File: src/rtl/nanov_pkg.sv
`default_nettype none
// ============================================================================
// Module      : nanov_pkg
// Description : Shared definitions for the nanov bit-serial register
//               sequencer: register-index and bit-counter widths, the
//               operand width, and the sequencer state encoding.
// Ports       : none (package)
// Revision    : 1.0  initial release
// ============================================================================
package nanov_pkg;

    localparam int REG_IDX_W = 4;
    localparam int XLEN      = 32;
    localparam int BIT_CNT_W = 5;

    // Position of the final serial bit of an operation.
    localparam logic [BIT_CNT_W-1:0] LAST_BIT = BIT_CNT_W'(XLEN - 1);

    typedef enum logic [1:0] {
        ST_IDLE   = 2'd0,
        ST_RUN    = 2'd1,
        ST_PAUSE  = 2'd2,
        ST_RESUME = 2'd3
    } seq_state_t;

endpackage
`default_nettype wire

File: src/rtl/nanov_bit_counter.sv
`default_nettype none
// ============================================================================
// Module      : nanov_bit_counter
// Description : Serial bit-position counter. Counts modulo 2**BIT_CNT_W while
//               enabled; synchronous clear; flags the final bit position.
// Ports       : clk   - clock
//               rstn  - synchronous active-low reset
//               clr   - synchronous clear to 0 (wins over en)
//               en    - advance by one this cycle
//               cnt   - current bit position
//               wrap  - cnt is at the final bit; next enabled step wraps to 0
// Revision    : 1.0  initial release
// ============================================================================
module nanov_bit_counter
    import nanov_pkg::*;
(
    input  logic                 clk,
    input  logic                 rstn,
    input  logic                 clr,
    input  logic                 en,
    output logic [BIT_CNT_W-1:0] cnt,
    output logic                 wrap
);

    always_ff @(posedge clk) begin
        if (!rstn || clr) begin
            cnt <= '0;
        end else if (en) begin
            // Natural overflow provides the 31 -> 0 wrap.
            cnt <= cnt + BIT_CNT_W'(1);
        end
    end

    assign wrap = (cnt == LAST_BIT);

endmodule
`default_nettype wire

File: src/rtl/nanov_reg_sequencer.sv
`default_nettype none
// ============================================================================
// Module      : nanov_reg_sequencer
// Description : Sequences 32-step bit-serial register operations. Latches the
//               operand/destination indices on acceptance, walks the bit
//               position, pauses on stall (with a one-cycle resume bubble),
//               and generates register-file write / forward controls.
//               Operations may be chained back-to-back on the final bit.
// Ports       : clk, rstn            - clock, synchronous active-low reset
//               start                - request a new operation
//               rs1_in/rs2_in/rd_in  - indices of the requested operation
//               wb_in                - requested operation writes rd
//               stall                - no bit step this cycle
//               ready                - start is accepted this cycle
//               rs1/rs2/rd           - latched indices of current operation
//               next_rs1/next_rs2    - read indices one cycle ahead
//               bit_cnt              - current bit position
//               wr_en/wr_next_en     - register-file write enables
//               read_through         - forward outgoing result to next op
//               done                 - final-bit pulse
// Revision    : 1.0  initial release
// ============================================================================
module nanov_reg_sequencer
    import nanov_pkg::*;
(
    input  logic                 clk,
    input  logic                 rstn,
    input  logic                 start,
    input  logic [REG_IDX_W-1:0] rs1_in,
    input  logic [REG_IDX_W-1:0] rs2_in,
    input  logic [REG_IDX_W-1:0] rd_in,
    input  logic                 wb_in,
    input  logic                 stall,
    output logic                 ready,
    output logic [REG_IDX_W-1:0] rs1,
    output logic [REG_IDX_W-1:0] rs2,
    output logic [REG_IDX_W-1:0] rd,
    output logic [REG_IDX_W-1:0] next_rs1,
    output logic [REG_IDX_W-1:0] next_rs2,
    output logic [BIT_CNT_W-1:0] bit_cnt,
    output logic                 wr_en,
    output logic                 wr_next_en,
    output logic                 read_through,
    output logic                 done
);

    seq_state_t state;
    logic       wb;
    logic       cnt_last;
    logic       step;
    logic       boundary;
    logic       accept;
    logic       wr_target;

    // ------------------------------------------------------------------
    // Decode from registered state (plus stall/start where required)
    // ------------------------------------------------------------------
    always_comb begin
        step      = (state == ST_RUN) && !stall;
        boundary  = step && cnt_last;
        ready     = (state == ST_IDLE) || boundary;
        accept    = ready && start;
        // Register 0 is hard-wired: never written, never forwarded.
        wr_target = wb && (rd != '0);
        // rstn gating ensures no partial write escapes in a reset cycle.
        wr_en        = rstn && step && wr_target;
        wr_next_en   = wr_en && !cnt_last;
        read_through = rstn && boundary && start && wr_target;
        done         = rstn && boundary;
        // The register file reads one cycle ahead, so an accepted start
        // must steer the read port to the incoming indices immediately.
        next_rs1 = accept ? rs1_in : rs1;
        next_rs2 = accept ? rs2_in : rs2;
    end

    // ------------------------------------------------------------------
    // Bit position counter
    // ------------------------------------------------------------------
    nanov_bit_counter u_bit_counter (
        .clk  (clk),
        .rstn (rstn),
        .clr  (state == ST_IDLE),
        .en   (step),
        .cnt  (bit_cnt),
        .wrap (cnt_last)
    );

    // ------------------------------------------------------------------
    // Sequencer FSM and operation field latch
    // ------------------------------------------------------------------
    always_ff @(posedge clk) begin
        if (!rstn) begin
            state <= ST_IDLE;
            rs1   <= '0;
            rs2   <= '0;
            rd    <= '0;
            wb    <= 1'b0;
        end else begin
            if (accept) begin
                rs1 <= rs1_in;
                rs2 <= rs2_in;
                rd  <= rd_in;
                wb  <= wb_in;
            end
            case (state)
                ST_IDLE: begin
                    if (start) state <= ST_RUN;
                end
                ST_RUN: begin
                    if (stall)
                        state <= ST_PAUSE;
                    else if (cnt_last && !start)
                        state <= ST_IDLE;
                    // cnt_last with start: stay in RUN, back-to-back.
                end
                ST_PAUSE: begin
                    if (!stall) state <= ST_RESUME;
                end
                ST_RESUME: begin
                    // One bubble cycle before stepping resumes.
                    state <= stall ? ST_PAUSE : ST_RUN;
                end
                default: state <= ST_IDLE;
            endcase
        end
    end

endmodule
`default_nettype wire

File: config.mk
export PLATFORM = sky130hd
export DESIGN_NAME = nanov_reg_sequencer
export DESIGN_NICKNAME = d
export VERILOG_FILES = /design/src/rtl/nanov_pkg.sv /design/src/rtl/nanov_bit_counter.sv /design/src/rtl/nanov_reg_sequencer.sv
export SDC_FILE = /design/constraint.sdc
export NUM_CORES = 1
export LEC_CHECK = 0
export ABC_CLOCK_PERIOD_IN_PS = 5100
export BUFFER_PORTS_ARGS = -buffer_cell sky130_fd_sc_hd__clkbuf_2
export CAP_MARGIN = 15
export CORE_UTILIZATION = 43
export CTS_BUF_LIST = sky130_fd_sc_hd__clkbuf_16
export DETAILED_ROUTE_END_ITERATION = 6
export GPL_TIMING_DRIVEN = 0
export PLACE_DENSITY = 0.73
export SYNTH_ARGS = -nofsm -noshare
export SYNTH_HDL_FRONTEND = slang
export SYNTH_SLANG_ARGS = --single-unit
File: constraint.sdc
create_clock -name clk -period 5.1 [get_ports clk]
set_input_delay 0 -clock clk [delete_from_list [all_inputs] [get_ports clk]]
set_output_delay 0 -clock clk [all_outputs]
set_load 0.05 [all_outputs]
==> results.sh <==
export IMPL_drt_iter0_drc=16
export IMPL_largest_net_degree_at_the_start_of_global_routing=12
export IMPL_timing_hold_worst_class="in -> reg"
export IMPL_postSynthRegisterBits=20
export IMPL_hold_viol_final=0
export IMPL_viasPerCell=5.060
export IMPL_worst_case_clock_buffer_depth=2
export IMPL_worst_ep_required_time_ns=5.10
export IMPL_achievable_frequency_mhz=400.0
export IMPL_dr_total_vias=1017
export IMPL_cts_buffers_inserted=3
export IMPL_setup_reg_to_reg_worst_slack_ns=3.12
export IMPL_timing_setup_tns_ns=0
export IMPL_track_usage_pct=21.92
export IMPL_path_class="reg -> out"
export IMPL_fin_ws_ns=2.600
export IMPL_detail_route_wl_per_cell_um=12.48
export IMPL_dieHeight_um=49.79
export IMPL_worst_ep_arrival_time_ns=2.50
export IMPL_fin_skew_ns=0.001723
export IMPL_design_final_nets=194
export IMPL_die_area_mm2=0.002479
export IMPL_sequential_cell_area_fraction_in_the_yosys_report_pct=40.76
export IMPL_worstHoldEndpoint="rs2[3]"
export IMPL_synthesis_instances=114
export IMPL_power_density_mw_per_mm2=329.0
export IMPL_min_period_over_period_pct=49.01
export IMPL_worstPathBufferInverterCount=2
export IMPL_holdPathStages=3
export IMPL_layout_area_overhead_vs_synth_pct=45.10
export IMPL_io_pin_count=47
export IMPL_count_of_clock_tree_sinks=20
export IMPL_post_route_cells_drive_above_1_share_pct=35.06
export IMPL_antenna_found_initial=0
export IMPL_crit_chain="ha_1, and3_1, ha_1, nand2b_1, a21oi_1, buf_2, mux2_2, clkbuf_2"
export IMPL_maxSlewViolCount=0
export IMPL_crit_path_top_delay_cell="sky130_fd_sc_hd__dfxtp_1"
export IMPL_yosys_warnings=0
export IMPL_diodes=0
export IMPL_reg2reg_to="rd[1]"
export IMPL_hold_start="rs2_in[3]"
export IMPL_clk_pin_slew_worst_paths_ns=0.06
export IMPL_grt_first_pass_wirelength_mm=4.140
export IMPL_dpl_hpwl_mm=1.704
export IMPL_unrepaired_setup_endpoints_after_global_routing="no"
export IMPL_grt_pass1_vias=919
export IMPL_p_total_uw=468.8
export IMPL_firstDrtPassIters=4
export IMPL_die_x_um=49.79
export IMPL_setup_viol=0
export IMPL_wirelength_mm=2.509
export IMPL_cts_tree="yes"
export IMPL_drc=0
export IMPL_place_gp_congestion=0.7571
export IMPL_cts_hold_buffers_added=10
export IMPL_root_buffer_cell="sky130_fd_sc_hd__clkbuf_16"
export IMPL_max_slew_margin_rel_pct=60.91
export IMPL_port_buffers=46
export IMPL_crit_path_start_kind="register"
export IMPL_highest_ir_drop_seen_on_vdd_v=0.0002645
export IMPL_synth_area_um2=982.2
export IMPL_status="finished, final reports clean"
export IMPL_pre_cts_ws_ns=2.872
export IMPL_worst_r2r_startpoint="u_bit_counter.cnt[0]"
export IMPL_postCtsResizedCells=0
export IMPL_avgSynthCellArea_um2=8.616
export IMPL_timing_final_crit_period_ns=2.500
export IMPL_cts_htree_levels=1
export IMPL_critical_path_top_cell_by_count="sky130_fd_sc_hd__ha_1"
export IMPL_tightestPinTransition_ns=0.5802
export IMPL_critical_path_top_delay_family="buffers and inverters"
export IMPL_floorplan_rows=16
export IMPL_cp_slowest_stage_delay_ns=0.39
export IMPL_core_mm2=0.002062
export IMPL_synth_distinct_cells=24
export IMPL_ant_nets=0
export IMPL_endpoint_class_of_the_critical_path="primary output"
export IMPL_power_static_leakage_uw=0.0006852
export IMPL_r2r_cells=7
export IMPL_postCtsSetupBuffers=0
export IMPL_synth_net_count=133
export IMPL_cap_viol_max_count=0
export IMPL_clock_network_latency_to_the_later_pin_of_the_worst_skew_pair_ns=0.25
export IMPL_grt_ovfl_total=0
export IMPL_initial_utilization_pct=47.63
export IMPL_worstPathMaxFanout=10
worst register-to-register path, cell delays in order (launching register included):
cell and delay (ns):
sky130_fd_sc_hd__dfxtp_1 0.39, sky130_fd_sc_hd__ha_1 0.18, sky130_fd_sc_hd__and3_1 0.17, sky130_fd_sc_hd__ha_1 0.24, sky130_fd_sc_hd__nand2b_1 0.10, sky130_fd_sc_hd__a21oi_1 0.25, sky130_fd_sc_hd__buf_2 0.35, sky130_fd_sc_hd__mux2i_1 0.24
state kept, by name, indices dropped and copies added, names as in the netlist, named ones only:
| signal | cells |
|---|---|
| state | 1 |
| wb | 1 |
| u_bit_counter.cnt | 5 |
| rs2 | 4 |
| rd | 4 |
| rs1 | 4 |
how the worst max path moves through the flow:
stage / from / end / slack (ns) / cells past startpoint
after floorplan: u_bit_counter.cnt[0] / wr_next_en / 2.37 / 4
after global placement: u_bit_counter.cnt[0] / next_rs1[0] / 2.91 / 8
after detailed placement: u_bit_counter.cnt[0] / next_rs1[2] / 2.87 / 8
after CTS: u_bit_counter.cnt[0] / next_rs1[2] / 2.59 / 8
after global routing: u_bit_counter.cnt[0] / next_rs1[0] / 2.44 / 8
final: u_bit_counter.cnt[0] / next_rs1[2] / 2.60 / 8
area by class of cell:
type | count | area (um2)
plain buffers | 7 | 31.28
clock buffers | 3 | 75.07
clock inverters | 1 | 3.754
fillers | 175 | 636.9
inverters | 2 | 7.507
multi-input cells | 85 | 543.0
flip-flops and latches | 20 | 400.4
well taps | 27 | 33.78
repair buffers | 56 | 330.3
metrics by stage:
stage / hold slack (ns) / instances / cell area [um2] / util, %
after floorplan: 0.1422 / 114 / 982.2 / -
after global placement: 0.2331 / 187 / 1246 / 60.44
after detailed placement: 0.2414 / 187 / 1246 / 60.44
after CTS: 0.009578 / 201 / 1425 / 69.11
after global routing: 0.02876 / 201 / 1425 / 69.11
final: 0.005793 / 201 / 1425 / 69.11
synthesized netlist by cell type:
cell / instances / share of area (%)
sky130_fd_sc_hd__clkbuf_1: 3 / 1.1
sky130_fd_sc_hd__xnor2_1: 1 / 0.89
sky130_fd_sc_hd__a21boi_0: 1 / 0.76
sky130_fd_sc_hd__o21ai_0: 6 / 3.1
sky130_fd_sc_hd__or3_1: 2 / 1.3
sky130_fd_sc_hd__nor3_1: 1 / 0.51
sky130_fd_sc_hd__nor2b_1: 1 / 0.64
sky130_fd_sc_hd__nand2_1: 30 / 11
sky130_fd_sc_hd__nand3_1: 2 / 1.0
sky130_fd_sc_hd__nor3b_1: 1 / 0.76
sky130_fd_sc_hd__buf_2: 3 / 1.5
sky130_fd_sc_hd__mux2_2: 8 / 9.2
sky130_fd_sc_hd__clkbuf_2: 1 / 0.51
sky130_fd_sc_hd__mux2i_1: 13 / 13
sky130_fd_sc_hd__nand2b_1: 2 / 1.3
sky130_fd_sc_hd__a22oi_1: 1 / 0.76
sky130_fd_sc_hd__ha_1: 2 / 2.5
sky130_fd_sc_hd__nor4_1: 2 / 1.3
sky130_fd_sc_hd__and3_1: 3 / 1.9
sky130_fd_sc_hd__inv_1: 2 / 0.76
sky130_fd_sc_hd__dfxtp_1: 20 / 41
sky130_fd_sc_hd__a21oi_1: 6 / 3.1
sky130_fd_sc_hd__nor2_1: 2 / 0.76
sky130_fd_sc_hd__or3b_1: 1 / 0.89
logic make-up after synthesis:
logic type,Yosys count,synth area share (%)
simple gates,47,21.78
flops,20,40.76
mux,21,22.42
compound gates,14,7.644
fa+ha+maj,2,2.547
xor+xnor,1,0.8919
buf+inv,9,3.948
per-layer routing:
layer | wire length [um] | GRT usage [%] | up-vias
met5 | 0 | 0 | -
met4 | 42 | 7.619 | 0
met3 | 96 | 4.630 | 7
met2 | 1314 | 38.96 | 34
met1 | 1055 | 25.61 | 463
li1 | - | - | 513
power breakdown:
part           switching (uW)  leakage (uW)  internal (uW)
clock                    58.7     0.0000385            104
combinational            91.1      0.000483           41.1
sequential               7.65      0.000164            166
placed cells by master (no fill, tap or decap), types with 2 or more instances in the layout:
cell and instances:
sky130_fd_sc_hd__clkbuf_2 47, sky130_fd_sc_hd__mux2i_1 13, sky130_fd_sc_hd__a21oi_1 6, sky130_fd_sc_hd__nor4_1 2, sky130_fd_sc_hd__nor2_1 2, sky130_fd_sc_hd__o21ai_0 6, sky130_fd_sc_hd__clkbuf_1 3, sky130_fd_sc_hd__buf_2 3
sky130_fd_sc_hd__ha_1 2, sky130_fd_sc_hd__dlygate4sd3_1 10, sky130_fd_sc_hd__nand2_1 30, sky130_fd_sc_hd__or3_1 2, sky130_fd_sc_hd__mux2_2 8, sky130_fd_sc_hd__inv_1 2, sky130_fd_sc_hd__dfxtp_1 20, sky130_fd_sc_hd__and3_1 3
sky130_fd_sc_hd__nand3_1 2, sky130_fd_sc_hd__nand2b_1 2, sky130_fd_sc_hd__clkbuf_16 3
Note: power is estimated with default switching activity, not from simulation.
